<file path="config.mk">
export PLATFORM = sky130hd
export DESIGN_NAME = picorv32_top
export DESIGN_NICKNAME = d
export VERILOG_FILES = /design/src/rtl/picorv32_top.sv
export SDC_FILE = /design/constraint.sdc
export NUM_CORES = 2
export LEC_CHECK = 0
export CAP_MARGIN = 20
export CORE_ASPECT_RATIO = 2
export CORE_UTILIZATION = 40
export CTS_CLUSTER_DIAMETER = 40
export DETAILED_ROUTE_END_ITERATION = 8
export PLACE_DENSITY = 0.55
export SLEW_MARGIN = 10
export SYNTH_ARGS = -nofsm -noshare
export SYNTH_HDL_FRONTEND = slang
export SYNTH_SLANG_ARGS = --single-unit
</file>
<file path="constraint.sdc">
create_clock -name clk -period 10.9 [get_ports clk]
set_input_delay 1.09 -clock clk [delete_from_list [all_inputs] [get_ports clk]]
set_output_delay 1.09 -clock clk [all_outputs]
set_load 0.1 [all_outputs]
</file>
<file path="src/rtl/picorv32_top.sv">
// Minimal RV32 subset core (LUI/ADDI/SW) on a Wishbone port with inverted ack/read data.
// Custom opcode 0x27 LUT accumulator is present only when PICORV32_TOP_ESTIMATOR_EN is defined.
module picorv32_top #(
  parameter int N                 = 8,
  parameter int WIDTH_COEFFICIENT = 22,
  parameter int LUT_SIZE          = 2
) (
  input  logic        clk,
  input  logic        resetn,
  output logic [31:2] adr,
  output logic [31:0] dat,
  output logic [3:0]  sel,
  output logic        we,
  output logic        cyc,
  input  logic [31:0] rdt_n,
  input  logic        ack_n,
  output logic        pcpi_valid_tb,
  output logic [31:0] pcpi_insn_tb,
  output logic [31:0] pcpi_rs1_tb,
  output logic [31:0] pcpi_rs2_tb,
  output logic [5:0]  pcpi_insn_decoded
);

  localparam logic [6:0] OP_LUI    = 7'b0110111;
  localparam logic [6:0] OP_IMM    = 7'b0010011;
  localparam logic [6:0] OP_STORE  = 7'b0100011;
  localparam logic [6:0] OP_CUSTOM = 7'h27;

  typedef enum logic [2:0] {S_FETCH, S_FWAIT, S_EXEC, S_SWAIT, S_HALT} state_t;

  state_t      state, state_nxt;
  logic        ack;
  logic [31:0] pc, insn, insn_q, rs1_q, rs2_q;
  logic [31:0] regs [32];
  logic [6:0]  opcode, funct7;
  logic [2:0]  funct3;
  logic [4:0]  rd, rs1, rs2;
  logic [31:0] imm_i, imm_s, rs1_val, rs2_val, rd_val, acc_rd, cnt_rd;
  logic        rd_we, halt, store, custom;

  if ((N % LUT_SIZE) != 0 || WIDTH_COEFFICIENT > 32) begin : g_param_check
    $error("picorv32_top: unsupported parameter combination");
  end

  assign ack     = ~ack_n;
  assign opcode  = insn[6:0];
  assign rd      = insn[11:7];
  assign funct3  = insn[14:12];
  assign rs1     = insn[19:15];
  assign rs2     = insn[24:20];
  assign funct7  = insn[31:25];
  assign imm_i   = {{20{insn[31]}}, insn[31:20]};
  assign imm_s   = {{20{insn[31]}}, insn[31:25], insn[11:7]};
  assign rs1_val = (rs1 == 5'd0) ? 32'd0 : regs[rs1];
  assign rs2_val = (rs2 == 5'd0) ? 32'd0 : regs[rs2];

  always_comb begin
    state_nxt = state;
    rd_we     = 1'b0;
    rd_val    = 32'd0;
    halt      = 1'b0;
    store     = 1'b0;
    custom    = 1'b0;
    case (state)
      S_FETCH: state_nxt = S_FWAIT;
      S_FWAIT: if (ack) state_nxt = S_EXEC;
      S_EXEC: begin
        state_nxt = S_FETCH;
        case (opcode)
          OP_LUI: begin
            rd_we  = 1'b1;
            rd_val = {insn[31:12], 12'h000};
          end
          OP_IMM: begin
            if (funct3 == 3'b000) begin
              rd_we  = 1'b1;
              rd_val = rs1_val + imm_i;
            end else begin
              halt = 1'b1;
            end
          end
          OP_STORE: begin
            if (funct3 == 3'b010) begin
              store     = 1'b1;
              state_nxt = S_SWAIT;
            end else begin
              halt = 1'b1;
            end
          end
          OP_CUSTOM: begin
            if (funct7 == 7'd0 && funct3 <= 3'd5) begin
              custom = 1'b1;
              if (funct3 == 3'd3) begin
                rd_we  = 1'b1;
                rd_val = acc_rd;
              end else if (funct3 == 3'd4) begin
                rd_we  = 1'b1;
                rd_val = cnt_rd;
              end
            end else begin
              halt = 1'b1;
            end
          end
          default: halt = 1'b1;
        endcase
        if (halt) state_nxt = S_HALT;
      end
      S_SWAIT: if (ack) state_nxt = S_FETCH;
      default: state_nxt = S_HALT;
    endcase
  end

  // Snapshot of the EXEC-cycle values is held until the next EXEC; cleared on halt.
  assign pcpi_valid_tb     = custom;
  assign pcpi_insn_decoded = custom ? (6'b000001 << funct3) : 6'b000000;
  assign pcpi_insn_tb      = (state == S_EXEC) ? insn    : insn_q;
  assign pcpi_rs1_tb       = (state == S_EXEC) ? rs1_val : rs1_q;
  assign pcpi_rs2_tb       = (state == S_EXEC) ? rs2_val : rs2_q;

  always_ff @(posedge clk) begin
    if (!resetn) begin
      state  <= S_FETCH;
      pc     <= 32'd0;
      cyc    <= 1'b0;
      we     <= 1'b0;
      sel    <= 4'h0;
      adr    <= 30'd0;
      dat    <= 32'd0;
      insn   <= 32'd0;
      insn_q <= 32'd0;
      rs1_q  <= 32'd0;
      rs2_q  <= 32'd0;
      for (int i = 0; i < 32; i++) regs[i] <= 32'd0;
    end else begin
      state <= state_nxt;
      case (state)
        S_FETCH: begin
          cyc <= 1'b1;
          we  <= 1'b0;
          sel <= 4'hF;
          adr <= pc[31:2];
        end
        S_FWAIT: begin
          if (ack) begin
            cyc  <= 1'b0;
            insn <= ~rdt_n;
          end
        end
        S_EXEC: begin
          if (halt) begin
            insn_q <= 32'd0;
            rs1_q  <= 32'd0;
            rs2_q  <= 32'd0;
          end else begin
            insn_q <= insn;
            rs1_q  <= rs1_val;
            rs2_q  <= rs2_val;
            pc     <= pc + 32'd4;
          end
          if (store) begin
            cyc <= 1'b1;
            we  <= 1'b1;
            sel <= 4'hF;
            adr <= 30'((rs1_val + imm_s) >> 2);
            dat <= rs2_val;
          end
          if (rd_we && rd != 5'd0) regs[rd] <= rd_val;
        end
        S_SWAIT: begin
          if (ack) begin
            cyc <= 1'b0;
            we  <= 1'b0;
          end
        end
        default: ;
      endcase
    end
  end

`ifdef PICORV32_TOP_ESTIMATOR_EN
  localparam int GROUPS    = N / LUT_SIZE;
  localparam int ENTRIES   = 1 << LUT_SIZE;
  localparam int LUT_DEPTH = GROUPS * ENTRIES;
  localparam int LUT_AW    = $clog2(LUT_DEPTH);

  logic signed [WIDTH_COEFFICIENT-1:0] lut [LUT_DEPTH];
  logic [31:0]       acc, cnt, calc_sum;
  logic [LUT_AW-1:0] lut_idx;

  // Each group of LUT_SIZE rs1 bits picks one signed coefficient from its own bank.
  always_comb begin
    calc_sum = 32'd0;
    lut_idx  = '0;
    for (int g = 0; g < GROUPS; g++) begin
      lut_idx  = LUT_AW'(g * ENTRIES) + LUT_AW'(rs1_val[g*LUT_SIZE +: LUT_SIZE]);
      calc_sum = calc_sum + {{(32-WIDTH_COEFFICIENT){lut[lut_idx][WIDTH_COEFFICIENT-1]}}, lut[lut_idx]};
    end
  end

  always_ff @(posedge clk) begin
    if (!resetn) begin
      acc <= 32'd0;
      cnt <= 32'd0;
      for (int i = 0; i < LUT_DEPTH; i++) lut[i] <= '0;
    end else if (custom) begin
      case (funct3)
        3'd0: begin
          acc <= 32'd0;
          cnt <= 32'd0;
        end
        3'd1: lut[rs1_val[LUT_AW-1:0]] <= rs2_val[WIDTH_COEFFICIENT-1:0];
        3'd2: begin
          acc <= acc + calc_sum;
          cnt <= cnt + 32'd1;
        end
        default: ;
      endcase
    end
  end

  assign acc_rd = acc;
  assign cnt_rd = cnt;
`else
  assign acc_rd = 32'd0;
  assign cnt_rd = 32'd0;
`endif

endmodule

</file>
## Word-level counts from Yosys, hierarchy flattened

Memory sizes are Yosys's and may differ from the RTL's. A register that Yosys moved wholly into a read port is not among the register bits.
Index checks and enable logic that the tools add are counted.

| storage, ports and cells | value |
|---|---|
| register bits after elaboration | 231 |
| latch bits | 0 |
| bits in writable memories | 1,024 |
| bits in read-only memories | 0 |
| bits of input ports | 35 |
| output and inout port bits | 171 |
| word-level logic and storage cells | 110 |
| memories kept | 1 |

| operators by class | value |
|---|---|
| $add $sub $neg | 3 |
| multiply operators | 0 |
| div/mod/pow operators | 0 |
| magnitude comparators | 1 |
| equality and inequality tests | 14 |
| shift operators | 1 |
| mux-type cells | 56 |
| bitwise operators | 3 |
| reduce and logical (&&, ||, !) cells | 20 |

Memory list:

| memory | words | width | rd ports | clocked after memory_dff | write ports | RTL line | text |
|---|---|---|---|---|---|---|---|
| regs | 32 | 32 | 2 | 2 | 32 | 34 | `logic [31:0] regs [32];` |

Operators with widths:

| operator | count |
|---|---|
| $mux 32 | 11 |
| $add 32x32->32 | 2 |
| $pmux 32 s2 | 1 |
| $pmux 30 s2 | 1 |
| $add 32x3->32 const B | 1 |
| $not 32->32 | 1 |
| $reduce_or 32->1 | 1 |
| $mux 30 | 1 |
| $mux 5 | 5 |
| $mux 1 | 24 |
| $eq 7x6->1 const B | 3 |
| $eq 3x2->1 const B | 4 |
| $pmux 3 s4 | 1 |
| $logic_not 5->1 | 2 |
| $reduce_and 2->1 | 5 |
| $mux 3 | 3 |
| $pmux 1 s3 | 3 |
| $ne 2x2->1 const B | 4 |
| $pmux 4 s2 | 1 |
| $eq 7x5->1 const B | 1 |
| $logic_not 7->1 | 1 |
| $logic_not 3->1 | 2 |
| $mux 6 | 1 |
| $reduce_and 3->1 | 2 |
| 13 further kinds | 17 |

## Longest topological paths before layout

| logic depth | value |
|---|---|
| depth in word-level cells | 13 |
| depth in mapped cells | 25 |

## Worst setup path after synthesis

Ideal clock, no wire load.

| timing path | value |
|---|---|
| path kind | flip-flop to flip-flop |
| start point | register with a tool-made name |
| end point | memory regs[10][30] (data pin) |
| arrival | 5.686 ns |
| required time | 10.634 ns |
| path slack | 4.948 ns |
| cell stages (with the launch flop) | 25 |
| clock period less this slack | 5.952 ns |
| cell sequence | dfxtp_1 > buf_4 > buf_2 > buf_4 > buf_2 > buf_2 > buf_1 > mux4_2 > mux4_2 > mux2i_1 > nor2_1 > ha_1 > clkbuf_1 > inv_1 > o21bai_1 > a21oi_1 > o31ai_1 > a21boi_0 > o21ai_0 > nor3b_1 > a21oi_1 > xor2_1 > a22oi_1 > clkbuf_1 > nor2_1 |

RTL lines:

| item | RTL line |
|---|---|
| to (decl) | 34 |

==> results summary <==
The clock group share of total power came out at 0.375. The area taken by flip-flops and latches came out at 35,500 um2. The switching power of the nets is 3480 uW. The post-layout instance area came out at 73,200 um2. The cell type with the largest total area after synthesis is edfxtp_1. The fraction of final layout cells with drive strength greater than 1 came out at 0.210. The tightest slew margin relative to the limit is 0.141.

The number of buffers created by CTS came out at 121. The peak fanout along the critical path came out at 38. In this run, the number of DRC markers left after iteration 0 of detailed routing was 4,365. In this design, the stage delay of the slowest critical-path cell is 980 ps. In the synthesized netlist the dominant register cell turns out to be edfxtp_1.

After detailed routing, the average wire length per cell comes to 34.5 um. After clock tree synthesis, the clock-pin slew on the worst setup and hold paths is 70 ps. The number of max-cap violations is 0. Once the clock tree was built, the setup fixing pass inserted 0 buffers. The maximum clock skew at final layout is 47.5 ps. The worst hold path was traced through 2 stages. The number of different library cells in the post-synthesis netlist is 75. At the end of the flow the core is filled with cells to 0.459. STA classifies the critical path endpoint as a flip-flop.

The layout-stage area growth over the synthesis result came out at 13.8%. Setup repair after global routing left no endpoint under its margin. The tightest min-delay check is of the flip-flop to flip-flop type. The post-route fraction of the period consumed by the critical path is 0.654. The maximum VDD drop came out at 136 uV.

The half-perimeter wire length after placement came out at 161,000 um. The clock drives 1,260 sinks. The worst-margin pin slew came out at 1290 ps. The number of synthesized flops with an enable pin is 1,024.

TritonCTS built the clock tree. The data arrival time of the critical path is 7610 ps. In this run the most critical hold path is launched from dat[30].

The static leakage power came out at 0.0232 uW. The number of global-route vias before repair came out at 46,000. The later pin in the worst-skew pair is clocked with a latency of 770 ps. The internal portion of the total power is 8640 uW. The number of gates resized after CTS was 0.

For hold timing, the worst endpoint is dat[30]. The remaining global-route overflow is 0. The combinational cell fraction of total power is 0.170. After layout, the minimum clock period comes to 7130 ps. The proportion of netlist area held by the largest area contributor is 0.478. The library cells used most frequently in the layout, excluding fill and tap cells, are nor2_1 (1,139), edfxtp_1 (1,024), mux4_2 (616).

Traced cell by cell, the critical path runs through buf_4 > mux4_2 > mux4_2 > mux2i_1 > nor2_1 > ha_1 > nand4_1 > nor3_1 > nand2_1 > nand2_1 > a221oi_1 > nand3_1 > mux2i_1 > a211oi_4 > buf_4 > nor2_1. The total number of yosys warnings is 0. In this run the cell area of the synthesized design comes to 64,300 um2. The first-pass iteration count of the detailed router is 6.

The cell area after placement came out at 68,900 um2. The tightest hold path in the finished design has a slack of 453 ps. Derived from the worst setup path, the maximum achievable clock frequency is 140 MHz.

The number of cell rows came out at 207. The final weighted congestion in routability-driven placement came out at 0.990. The share of total power dissipated in sequential elements is 0.455. The sequential fraction of the synthesis area came out at 0.552.

The number of buffers on the longest clock path came out at 3. Of the total power, the share spent switching nets is 0.287. The total routing usage reported by global routing is 0.303. The core outline area came out at 159,000 um2. The remaining antenna violation count is 0. The final wirelength is 248,000 um. The global-route wire length before repair came out at 343,000 um. In this run the register-to-register setup slack is 3770 ps. The initial antenna violation count came out at 3.

The total of buffers placed on input and output ports came out at 205. CTS placed an instance of clkbuf_16 at the clock tree root. The maximum number of pins on one net before global-route repair is 91.

The final number of hold-violating endpoints came out at 0. The number of max-slew violations in the final report is 0. The number of inserted filler cells in the final layout came out at 14,300.

The nature of the critical path startpoint is a flip-flop. The proportion of synthesized flip-flops having asynchronous set or reset is 0. For the worst flop-to-flop path, the logic depth is 16.

The slowest stage cell on the critical path is dfxtp_4. The mean number of vias per cell came out at 6.24. The die is 286 um wide.

CTS built an H-tree with a depth of 3. The summed negative setup slack over all endpoints is 0 ps. In the routed design, unresolved DRC markers number 0. By startpoint and endpoint, the worst setup path is classified as flip-flop to flip-flop. At the end of the flow, the number of nets in the layout was 5,070.

The multi-input combinational cells in the finished layout cover a total of 27,500 um2. The register bit count reported by yosys came out at 1,260. The height of the die is 569 um. For this configuration, the core starts out at a cell density of 0.404.

The I/O pin count is 206. Across all layers, the routed design uses 44,900 vias. In this run the critical register-to-register path is captured at regs[22][28]. Synthesis produced a netlist whose cell count is 4,973. The flow ran to the end, and the final reports show no timing, DRC or antenna violations. Ranked by total cell area, the synthesized netlist is headed by edfxtp_1 (48%), mux4_2 (22%), dfxtp_1 (7.3%). In this run the power density over the cells is 166 nW/um2. The mean post-synth cell area came out at 12.9 um2. The hold buffer count at CTS came out at 0. The total setup violations reported at the end of the flow is 0. The critical path data required time came out at 11,390 ps. The overall die area is 162,000 um2.

Leaving out fill and tap cells, the most frequent cell in the layout is nor2_1.
## layer usage
layer  global-route usage  wire length (um)  vias to the layer above
met3               0.0418             15800                      836
li1                     -                 -                    18700
met4                0.239             22800                        2
met2                0.555            132000                     2356
met1                0.306             77400                    23100
met5                    0                12                        -
## worst max path at each step
| stage | to | slack [ps] |
|---|---|---|
| 3_3_place_gp | regs[31][28] | 3770 |
| 4_1_cts | pcpi_rs2_tb[21] | 3710 |
| 5_1_grt | regs[30][28] | 3480 |
| 2_1_floorplan | regs[10][30] | 4950 |
| 6_report | regs[22][28] | 3770 |
| 3_5_place_dp | regs[22][28] | 3820 |
## sequential cells by signal (all words and copies together) (netlist names), named ones only
name	count
adr	30
cyc	1
dat	32
insn	32
insn_q	32
pc	30
regs	1024
rs1_q	32
rs2_q	32
sel	1
state	3
we	1
## stage by stage
| stage | power (uW) | cells | setup WS, ps |
|---|---|---|---|
| floorplan | 6870 | 5004 | 4950 |
| global placement | 7640 | 6965 | 3770 |
| detailed placement | 7650 | 6968 | 3820 |
| CTS | 12100 | 7198 | 3710 |
| global route | 12400 | 7202 | 3480 |
| finish | 12100 | 7204 | 3770 |
## cells in the mapped netlist, types with 16 or more instances
library cell / n
a211oi_1: 43
mux4_2: 616
edfxtp_1: 1024
xnor2_1: 42
mux2i_1: 105
nand4_1: 24
dfxtp_1: 236
nor2_1: 1144
ha_1: 31
o21ai_0: 52
a22oi_1: 34
nand3_1: 86
a21o_1: 26
xor2_1: 36
buf_1: 66
nor3_1: 61
buf_2: 42
inv_1: 19
nand2_1: 504
or3_1: 16
a21oi_1: 221
clkbuf_1: 342
## cell families (layout without fill, tap and decap cells)
kind of cell / after synthesis / in the layout / synth area share
xor gates and xnor gates: 78 / 78 / 0.0106
other: 1 / 35 / 0.0000583
and+or+nand+nor: 1919 / 1919 / 0.121
buffers and inverters: 486 / 593 / 0.0309
muxes: 729 / 729 / 0.234
AOI/OAI and AO/OA: 466 / 466 / 0.0453
adders and majority gates: 34 / 34 / 0.00650
DFF: 1260 / 1260 / 0.552
## power groups by stage
stage	Sequential, uW	Clock, uW	Combinational (uW)
6_report	5510	4550	2060
2_1_floorplan	5530	0	1340
3_3_place_gp	5600	0	2040
4_1_cts	5510	4590	2040
3_5_place_dp	5610	0	2040
5_1_grt	5530	4740	2130
## final cells by class
class | instances | share of cell area
multi-input combinational | 3258 | 0.376
clock inverter | 87 | 0.0149
sequential | 1260 | 0.485
timing repair buffer | 343 | 0.0439
tap | 2090 | 0.0357
antenna | 3 | 0.000103
clock buffer | 143 | 0.0428
inverter | 20 | 0.00109
## critical path, delay by kind of cell, from the launching register on
kind	cells	cell delay [ps]
AOI/OAI and AO/OA	2	570
and+or+nand+nor	7	2000
muxes	4	1550
buffers and inverters	2	1060
DFF	1	980
adders and majority gates	1	550
No activity file was read; power rests on OpenSTA's default activity.
